$ cat src/rtl/gate_bist.sv
// gate_bist: built-in stimulus/checker for a 2-input combinational gate.
// It drives the vectors {a,b} = 00, 01, 10, 11 in turn and holds each one for
// HOLD cycles. On the last hold cycle of each vector it samples y_in and
// compares it with EXPECTED[{a,b}]. Mismatching vectors are collected in
// fail_mask, and an overall pass flag is produced when the run ends.
//
// Parameters:
//   EXPECTED  expected gate output per vector, bit index = {a,b} (default AND)
//   HOLD      cycles each vector is held, legal range 1..255
//
// Ports:
//   clk        rising-edge clock
//   rst_n      asynchronous active-low reset
//   start      run request, only sampled while idle
//   y_in       output of the gate under test (combinational from a_out/b_out)
//   a_out      gate input a
//   b_out      gate input b
//   busy       high while vectors are being driven
//   done       one-cycle pulse, one cycle after the run's final sample
//   pass       1 = every vector matched; valid from done until the next start
//   fail_mask  bit {a,b} set if that vector mismatched; same validity as pass
module gate_bist #(
    parameter logic [3:0]  EXPECTED = 4'b1000,
    parameter int unsigned HOLD     = 10
) (
    input  logic       clk,
    input  logic       rst_n,
    input  logic       start,
    input  logic       y_in,
    output logic       a_out,
    output logic       b_out,
    output logic       busy,
    output logic       done,
    output logic       pass,
    output logic [3:0] fail_mask
);

    typedef enum logic [1:0] {
        IDLE  = 2'd0,
        DRIVE = 2'd1,
        DONE  = 2'd2
    } state_t;

    // Counter value on the final (sampling) cycle of each vector.
    localparam logic [7:0] HOLD_LAST = 8'(HOLD - 1);

    // Expected gate output for a given input vector.
    function automatic logic expected_bit(input logic [1:0] vec);
        return EXPECTED[vec];
    endfunction

    state_t      state_r, state_s;
    logic [1:0]  vec_r, vec_s;
    logic [7:0]  hold_cnt_r, hold_cnt_s;
    logic        a_r, a_s;
    logic        b_r, b_s;
    logic        busy_r, busy_s;
    logic        done_r, done_s;
    logic        pass_r, pass_s;
    logic [3:0]  fail_mask_r, fail_mask_s;

    // Next-state and next-output logic for the run sequencer.
    always_comb begin
        state_s     = state_r;
        vec_s       = vec_r;
        hold_cnt_s  = hold_cnt_r;
        a_s         = a_r;
        b_s         = b_r;
        busy_s      = busy_r;
        done_s      = 1'b0;
        pass_s      = pass_r;
        fail_mask_s = fail_mask_r;

        case (state_r)
            IDLE: begin
                a_s    = 1'b0;
                b_s    = 1'b0;
                busy_s = 1'b0;
                if (start) begin
                    // Vector 00 is applied from the accepting edge onwards,
                    // so a_out/b_out stay 0 and busy rises together with it.
                    state_s     = DRIVE;
                    vec_s       = 2'd0;
                    hold_cnt_s  = 8'd0;
                    fail_mask_s = 4'b0000;
                    pass_s      = 1'b0;
                    busy_s      = 1'b1;
                end else begin
                    state_s = IDLE;
                end
            end

            DRIVE: begin
                busy_s = 1'b1;
                if (hold_cnt_r == HOLD_LAST) begin
                    // Last hold cycle: y_in has settled for this vector.
                    if (y_in != expected_bit(vec_r)) begin
                        fail_mask_s[vec_r] = 1'b1;
                    end else begin
                        fail_mask_s[vec_r] = fail_mask_r[vec_r];
                    end
                    hold_cnt_s = 8'd0;
                    if (vec_r == 2'd3) begin
                        state_s = DONE;
                        vec_s   = 2'd0;
                        a_s     = 1'b0;
                        b_s     = 1'b0;
                        busy_s  = 1'b0;
                    end else begin
                        vec_s = vec_r + 2'd1;
                        a_s   = vec_s[1];
                        b_s   = vec_s[0];
                    end
                end else begin
                    hold_cnt_s = hold_cnt_r + 8'd1;
                end
            end

            DONE: begin
                // The verdict is registered together with the done pulse,
                // so both become visible in the same cycle.
                state_s = IDLE;
                a_s     = 1'b0;
                b_s     = 1'b0;
                busy_s  = 1'b0;
                done_s  = 1'b1;
                pass_s  = (fail_mask_r == 4'b0000);
            end

            default: begin
                state_s    = IDLE;
                vec_s      = 2'd0;
                hold_cnt_s = 8'd0;
                a_s        = 1'b0;
                b_s        = 1'b0;
                busy_s     = 1'b0;
            end
        endcase
    end

    // State and output registers with asynchronous reset.
    always_ff @(posedge clk or negedge rst_n) begin
        if (!rst_n) begin
            state_r     <= IDLE;
            vec_r       <= 2'd0;
            hold_cnt_r  <= 8'd0;
            a_r         <= 1'b0;
            b_r         <= 1'b0;
            busy_r      <= 1'b0;
            done_r      <= 1'b0;
            pass_r      <= 1'b0;
            fail_mask_r <= 4'b0000;
        end else begin
            state_r     <= state_s;
            vec_r       <= vec_s;
            hold_cnt_r  <= hold_cnt_s;
            a_r         <= a_s;
            b_r         <= b_s;
            busy_r      <= busy_s;
            done_r      <= done_s;
            pass_r      <= pass_s;
            fail_mask_r <= fail_mask_s;
        end
    end

    assign a_out     = a_r;
    assign b_out     = b_r;
    assign busy      = busy_r;
    assign done      = done_r;
    assign pass      = pass_r;
    assign fail_mask = fail_mask_r;

endmodule

$ cat config.mk
export PLATFORM = sky130hd
export DESIGN_NAME = gate_bist
export DESIGN_NICKNAME = d
export VERILOG_FILES = /design/src/rtl/gate_bist.sv
export SDC_FILE = /design/constraint.sdc
export NUM_CORES = 1
export LEC_CHECK = 0
export ABC_AREA = 1
export CAP_MARGIN = 20
export CORE_ASPECT_RATIO = 0.9
export CORE_MARGIN = 4
export CORE_UTILIZATION = 55
export CTS_CLUSTER_DIAMETER = 200
export DETAILED_ROUTE_END_ITERATION = 10
export PLACE_DENSITY = 0.79
export SKIP_CTS_REPAIR_TIMING = 1
export SLEW_MARGIN = 0
export SYNTH_ARGS = -nofsm -noshare
export SYNTH_HDL_FRONTEND = slang
export SYNTH_SLANG_ARGS = --single-unit
export TNS_END_PERCENT = 50
$ cat constraint.sdc
create_clock -name clk -period 2 [get_ports clk]
set_input_delay 0.3 -clock clk [delete_from_list [all_inputs] [get_ports clk]]
set_output_delay 0.3 -clock clk [all_outputs]
set_load 0.02 [all_outputs]
Yosys cells after proc, flatten, opt, wreduce, memory -nomap -nowiden
Index checks and enable logic that the tools add are counted.
W data, S select, Z words.
Operators by class
  reductions and logical operators: 10
  equal/unequal tests: 8
  muxes and demuxes: 35
  add/subtract/negate cells: 2
  order comparisons: 2
  bitwise logic cells: 2
Operators by type and width (number)
  $pmux W8 S3: 1
  $mux W8: 2
  $mux W1: 15
  $mux W4: 3
  $mux W2: 5
  $add A8 B1 Y8 const B: 1
  $eq A8 B4 Y1 const B: 1
  $pmux W4 S2: 1
  $ne A2 B2 Y1 const B: 3
  $pmux W2 S3: 1
  $reduce_and A2 Y1: 3
  $reduce_and A3 Y1: 2
  $bmux W1 S2: 2
  $bwmux W4: 1
  $eq A2 B2 Y1 const B: 2
  $logic_not A4 Y1: 1
  $or A4 B4 Y4: 1
  $pmux W1 S2: 2
  $pmux W2 S2: 1
  $reduce_bool A2 Y1: 2
  $lt A2 B3 Y1 const B: 1
  $add A2 B1 Y2 const B: 1
  $demux W1 S2: 1
  $eq A2 B1 Y1 const B: 1
  other kinds (5): 5
Word-level totals
  input bits: 4
  output and inout port bits: 9
  logic and storage cells: 68
  bits in registers: 21

Logic depth before layout (Yosys ltp)
Gate-level depths: netlist of run 1.
  depth after elaboration: 8
  depth in mapped cells: 9
  mapped depth without buffers: 9

Worst setup path after synthesis of run 1
No wires, ideal clock.
  path kind: reg2reg
  start point: reg vec_r[0]
  end point: reg fail_mask_r[3], in the netlist fail_mask[3]
  data required time: 1.884 ns
  arrival time: 1.270 ns
  library setup time: 0.116 ns
  buffers on the path: 0
  stages on the path, launching flop included: 10
  slack: 0.614 ns
  period minus slack after synthesis: 1.386 ns
  path through: dfrtp_1 > ha_1 > inv_2 > nand2_2 > nand2_1 > inv_1 > nor2_2 > nor2_1 > nand2_1 > nand2_1
Between the ends
  cells in the longest elaborated chain, start to end: 8
  elaborated cells between the ends (all ways): 15
  classes of those cells: order compare: 2; eq/ne: 1; mux: 10; bitwise: 1; reduce/logical: 1
Ends and longest elaborated chain
  start: declaration: line 53  | logic [1:0] vec_r, vec_s;
  start signal: assignment: line 155  | vec_r <= vec_s;
  $lt A2 B3 Y1 (not written as such) / $ge A2 B1 Y1 (equally long branches): line 98, 100
  $logic_and A1 B1 Y1 (not written as such): line 98, 100
  $mux W1 (not written as such): line 98, 100
  $demux W1 S2: line 98, 100
  $bwmux W4 / $or A4 B4 Y4 (equally long branches)
  $mux W4 (*): line 97  | if (y_in != expected_bit(vec_r)) begin
  $mux W4 (*): line 95  | if (hold_cnt_r == HOLD_LAST) begin
  $pmux W4 S2 (*): line 74  | case (state_r)
  end signal: assignment: line 162  | fail_mask_r <= fail_mask_s;
  end: declaration: line 60  | logic [3:0] fail_mask_r, fail_mask_s;
Every way passes the cells marked *; elsewhere a longest branch is shown, timed or not. The select of a mux whose other input is x is not followed.
A chain may end at the register's enable or synchronous reset.

Worst setup path in the final report of run 1
  start point: reg fail_mask_r[3], in the netlist fail_mask[3]
  end point: out fail_mask[3]
RTL lines
  end: declaration: line 35  | output logic [3:0] fail_mask
No word-level cell between the ends.

==> run_results.csv, run 1 <==
group,metric,value,unit
synth,synth-edff-count,0,
routing,first_pass_iters,4,
synth,synth_top_family_by_area,"simple AND/OR/NAND/NOR gates",
synth,yosysTopAreaCell,"dfrtp_1",
synth,yosysWarningCount,0,
setup_path,r2r_slack,420,ps
clock_network,path_clk_slew,100,ps
setup_path,crit_buf_inv,1,
global_routing,met2_usage,32.9,%
timing,rsz0062_at_grt,"false",
synth,syn-num-nets,178,
synth,syn_avg_cell_area,7.70,um2
layout,drive_gt1_share,12.5,%
synth,ys.flop_type,"dfrtp_1",
timing,drv_slew,0,
synth,synth_compound_area_share,9.67,%
routing,drc,0,
setup_path,rr_startpoint,"vec_r[0]",
pwr,power_density,439,mW/mm2
synth,async_flop_share,100,%
placement,gp_congestion,0.847,
setup_path,slowest_stage,"clkdlybuf4s50_1",
setup_path,end_kind,"output pin",
pwr,ir_drop,0.507,mV
global_routing,met1_usage,26.1,%
timing,finalCritPeriodShare,82.7,%
global_routing,first_global_vias,1034,
clock_network,numCtsBuffers,3,
floorplan,fp.dieW,59.1,um
global_routing,grt-busiest-layer,"met2",
placement,dp_slack,366,ps
setup_path,required,1700,ps
timing,relSlewSlack,70.2,%
timing,worst_slew_pin_slew,447,ps
floorplan,core,0.00220,mm2
setup_path,cp.arrival,1350,ps
global_routing,track_usage,19.7,%
global_routing,antenna_found_initial,0,
routing,drt-initial-drc-count,52,
pwr,leakage,0.747,nW
clock_network,clkLatencyLatePin,290,ps
placement,hpwlAfterDp,2020,um
setup_path,rr_endpoint,"fail_mask[2]",
timing,clock_skew,2.78,ps
clock_network,clock-sinks,21,
synth,synth_mux_area_share,0.774,%
layout,postLayoutCoreUtil,66.8,%
layout,multi_input_area,659,um2
clock_network,cts_max_level,1,
synth,synth_area_leaders,"dfrtp_1, nand2_1, nand3_1",
synth,synth_cell_types,26,
synth,syn_area,0.00129,mm2
routing,vias,1106,
setup_path,startpoint_type,"flip-flop",
clock_network,cts_tree,"built",
timing,finalSetupViolCount,0,
layout,ff_latch_area,526,um2
synth,netlist.area_leader.share,40.6,%
setup_path,worst-r2r-cell-count,9,
timing,fin_crit,1650,ps
global_routing,use_met3,4.32,%
timing,hold_violations,0,
floorplan,dieArea,0.00319,mm2
floorplan,num_io_pins,13,
placement,port_buffers,12,
synth,synthCells,168,
layout,fin_cells,211,
layout,area_growth,13.6,%
setup_path,worstSetupPathType,"reg -> out",
synth,synth_fa_ha_area_share,5.80,%
synth,yosys_register_bits,21,
routing,avgRoutedWirePerCell,12.4,um
routing,drt_wl_total,2610,um
placement,placed_cells,207,
layout,layout.nets,195,
layout,n_antenna_cell,0,
worst_hold_path,hold_class,"in -> async",
global_routing,grt_max_degree,22,
timing,fin_ws,346,ps
run_status,status,"finished, final reports clean",
routing,postRouteAntennaNets,0,
floorplan,num_rows,16,
global_routing,grt-ovfl-total,0,
setup_path,slowest_delay,630,ps
routing,vias_per_cell,5.24,
setup_path,cpLargestDelayFamily,"buffers and inverters",
floorplan,initial_core_util,58.8,%
clock_network,clockBufferDepth,2,
synth,synth-xor-area-share,0.677,%
timing,hold_ws,332,ps
floorplan,die_h,54.0,um
synth,ys_seq_area_share,40.6,%
synth,yosys.area_share.simple,34.0,%
clock_network,clk_root_buffer_cell,"clkbuf_4",
timing,clock.fmax,605,MHz
setup_path,path_cells,"clkdlybuf4s50_1",
run,maxCapViolCount,0,
timing,tns,0,ps
layout,fill_cells,186,
global_routing,grt_pass1_wl,4690,um
setup_path,crit_path_max_fanout,4,
## metrics by stage
| stage | area, um2 | total power [mW] |
|---|---|---|
| global route | 1470 | 0.679 |
| global placement | 1440 | 0.460 |
| detailed placement | 1440 | 0.461 |
| CTS | 1470 | 0.654 |
| finish | 1470 | 0.646 |
| floorplan | 1290 | 0.443 |
## where the power goes
group	switching, mW	internal, mW
combinational	0.0181	0.0100
sequential	0	0.424
clock	0.116	0.0777
total	0.134	0.512
## cells in the final DEF, fill, tap and decap left out, types with 4 or more instances in the layout
master and n:
nand2_1 43, o21ai_0 4, inv_2 4, nand3_1 21, ha_1 6, inv_1 22
a21oi_1 6, dfrtp_1 21, nor2_1 12, clkdlybuf4s50_1 12
## area by class of cell
| type | instances | share of cell area [%] |
|---|---|---|
| Inverter | 26 | 6.64 |
| Clock buffer | 4 | 1.79 |
| Sequential cell | 21 | 35.7 |
| Tap cell | 27 | 2.30 |
| Multi-Input combinational cell | 120 | 44.9 |
| Timing Repair Buffer | 13 | 8.68 |
## registers in the layout, summed over array words and instances, names as in the netlist
signal,cells
pass,1
hold_cnt_r,8
fail_mask,4
a_out,1
b_out,1
vec_r,2
busy,1
done,1
state_r,2
## cell families (layout without fill, tap and decap cells)
logic type | after synthesis | in the layout
AOI/OAI and AO/OA | 19 | 19
DFF | 21 | 21
buffers and inverters | 27 | 43
muxes | 1 | 1
and+or+nand+nor | 93 | 93
adders and majority gates | 6 | 6
xor gates and xnor gates | 1 | 1
## worst max path at each step
stage | endpoint | slack, ps | cells past startpoint | startpoint
finish | fail_mask[3] | 350 | 1 | fail_mask[3]
global route | fail_mask[3] | 270 | 9 | vec_r[0]
CTS | fail_mask[3] | 340 | 1 | fail_mask[3]
detailed placement | fail_mask[1] | 370 | 6 | start
global placement | fail_mask[0] | 410 | 8 | y_in
floorplan | fail_mask[3] | 610 | 9 | vec_r[0]
## synthesized netlist by cell type, types with 3 or more instances
| cell type | count |
|---|---|
| a21oi_1 | 6 |
| dfrtp_1 | 21 |
| ha_1 | 6 |
| inv_1 | 22 |
| inv_2 | 4 |
| nand2_1 | 43 |
| nand2_2 | 3 |
| nand3_1 | 21 |
| nor2_1 | 12 |
| nor2_2 | 3 |
| o21ai_0 | 4 |
| o21ai_1 | 3 |
## routing by layer
metal	up-vias	part of all wire [%]	wire, um
li1	570	-	-
met1	511	49	1280
met2	23	46	1190
met3	2	4.5	117
met4	0	0.54	14
met5	-	0	0
No activity file was read; power rests on OpenSTA's default activity.
==> inputs of run 2 (changes only) <==
--- a/config.mk
+++ b/config.mk
@@ -9,10 +9,10 @@
 export CAP_MARGIN = 20
 export CORE_ASPECT_RATIO = 0.9
 export CORE_MARGIN = 4
-export CORE_UTILIZATION = 55
+export CORE_UTILIZATION = 50
 export CTS_CLUSTER_DIAMETER = 200
 export DETAILED_ROUTE_END_ITERATION = 10
-export PLACE_DENSITY = 0.79
+export PLACE_DENSITY = 0.76
 export SKIP_CTS_REPAIR_TIMING = 1
 export SLEW_MARGIN = 0
 export SYNTH_ARGS = -nofsm -noshare
==> constraint.sdc (replaced) <==
create_clock -name clk -period 1.4 [get_ports clk]
set_input_delay 0.21 -clock clk [delete_from_list [all_inputs] [get_ports clk]]
set_output_delay 0.21 -clock clk [all_outputs]
set_load 0.02 [all_outputs]
==> run_results.csv, run 2 (same netlist as run 1, synthesis figures left out) <==
group,metric,value,unit
run_status,status,"finished, violations left",
run_status,violations,"setup timing",
clock_network,path_clk_slew,110,ps
floorplan,fp.dieW,61.6,um
routing,vias,1244,
routing,drc,0,
clock_network,clk_root_buffer_cell,"clkbuf_4",
pwr,p_seq_share,64.5,%
layout,postLayoutCoreUtil,70.8,%
worst_hold_path,hold_class,"in -> async",
timing,hold_ws,243,ps
timing,clock_skew,2.41,ps
layout,n_antenna_cell,0,
placement,hpwlAfterDp,2160,um
layout,final_cell_mix,"nand2_1, dfrtp_1, inv_1",
clock_network,clkLatencyLatePin,300,ps
pwr,leakage,0.986,nW
routing,first_pass_iters,5,
timing,clock.fmax,704,MHz
floorplan,die_h,56.3,um
timing,finalSetupViolCount,1,
timing,worst_slew_pin_slew,379,ps
pwr,combPwrFrac,5.2,%
timing,relSlewSlack,74.6,%
layout,largest_reg_flops,8,
pwr,power.switching,0.205,mW
run,maxCapViolCount,0,
setup_path,path_cells,"inv_2, ha_4, nand2_4, nor2_4, nand2_2, nand2_4, nand2_4, inv_4, o21ai_4",
setup_path,crit_top_cell,"nand2_4",
placement,dp_slack,-125,ps
pwr,ir_drop,0.665,mV
placement,dpl_cell_area,0.00156,mm2
pwr,p_int,0.736,mW
timing,fin_ws,-20.3,ps
setup_path,slowest_delay,410,ps
global_routing,track_usage,18.4,%
layout,drive_gt1_share,31.0,%
timing,fin_crit,1420,ps
clock_network,cts_tree,"built",
routing,avgRoutedWirePerCell,13.6,um
floorplan,initial_core_util,52.4,%
timing,hold_violations,0,
timing,drv_slew,0,
setup_path,slowest_stage,"dfrtp_1",
setup_path,worstSetupPathType,"reg -> reg",
routing,postRouteAntennaNets,0,
pwr,power_density,539,mW/mm2
routing,vias_per_cell,5.46,
pwr,netSwitchingFraction,21.8,%
setup_path,end_kind,"flip-flop",
setup_path,cp.arrival,1610,ps
clock_network,clockBufferDepth,2,
layout,layout.nets,211,
clock_network,clock-sinks,21,
layout,layout_commonest_cell,"nand2_1",
layout,area_growth,35.0,%
floorplan,core,0.00247,mm2
floorplan,num_io_pins,13,
timing,rsz0062_at_grt,"true",
placement,port_buffers,12,
placement,gp_congestion,0.865,
clock_network,numCtsBuffers,3,
global_routing,first_global_vias,1105,
setup_path,startpoint_type,"flip-flop",
setup_path,crit_path_max_fanout,7,
timing,finalCritPeriodShare,101,%
global_routing,grt_max_degree,22,
layout,final_cell_area,0.00175,mm2
pwr,power,0.941,mW
setup_path,required,1590,ps
global_routing,grt_pass1_wl,4920,um
routing,drt_wl_total,3100,um
pwr,p_clk_share,30.4,%
layout,regMostFlops,"hold_cnt_r",
floorplan,num_rows,17,
clock_network,cts_max_level,1,
global_routing,grt-ovfl-total,0,
global_routing,antenna_found_initial,0,
routing,drt-initial-drc-count,62,
floorplan,dieArea,0.00347,mm2
run 2: per-stage QoR:
step	setup TNS (ps)	instances
6_report	-20.3	228
5_1_grt	-1410	228
4_1_cts	-1460	227
3_5_place_dp	-653	223
3_3_place_gp	-522	223
2_1_floorplan	0	168
run 2: layer usage:
layer  part of all wire [%]  up-vias  track usage [%]
met5                      0        -                0
met4                    1.0        0             2.73
met3                    7.7        6             5.75
met2                     48       51             26.6
met1                     43      581             27.4
li1                       -      606                -
run 2: worst max-delay path: cells and delay by family (launching register included):
family | cells | cell delay (ps)
buf+inv | 2 | 180
compound gates | 1 | 50
flops | 1 | 410
simple gates | 5 | 510
fa+ha+maj | 1 | 150
run 2: area by class of cell:
class | count | area [um2]
Multi-Input combinational cell | 120 | 783
Inverter | 26 | 103
Clock buffer | 4 | 26.3
Tap cell | 28 | 35.0
Fill cell | 176 | 721
Sequential cell | 21 | 526
Timing Repair Buffer | 29 | 274
run 2: power groups by stage:
stage / clock network (mW) / registers (mW) / logic (mW)
5_1_grt: 0.318 / 0.606 / 0.0535
4_1_cts: 0.294 / 0.606 / 0.0450
2_1_floorplan: 0 / 0.618 / 0.0144
3_5_place_dp: 0 / 0.618 / 0.0447
6_report: 0.286 / 0.606 / 0.0488
3_3_place_gp: 0 / 0.618 / 0.0441
run 2: worst paths after layout:
path,end,slack (ps),depth (start not counted),start
max in group asynchronous,hold_cnt_r[7],940,2,rst_n
setup reg to reg,vec_r[1],-20,9,hold_cnt_r[1]
hold reg to reg,done,480,1,state_r[0]
min in group clk,done,480,1,state_r[0]
hold / removal,hold_cnt_r[0],240,2,rst_n
setup / recovery,vec_r[1],-20,9,hold_cnt_r[1]
==> inputs of run 3 (changes only) <==
--- a/config.mk
+++ b/config.mk
@@ -6,7 +6,7 @@
 export NUM_CORES = 1
 export LEC_CHECK = 0
 export ABC_AREA = 1
-export CAP_MARGIN = 20
+export CAP_MARGIN = 10
 export CORE_ASPECT_RATIO = 0.9
 export CORE_MARGIN = 4
 export CORE_UTILIZATION = 50
==> results of run 3 <==
Same layout as run 2: the final DEF is identical, and so are final timing and power.
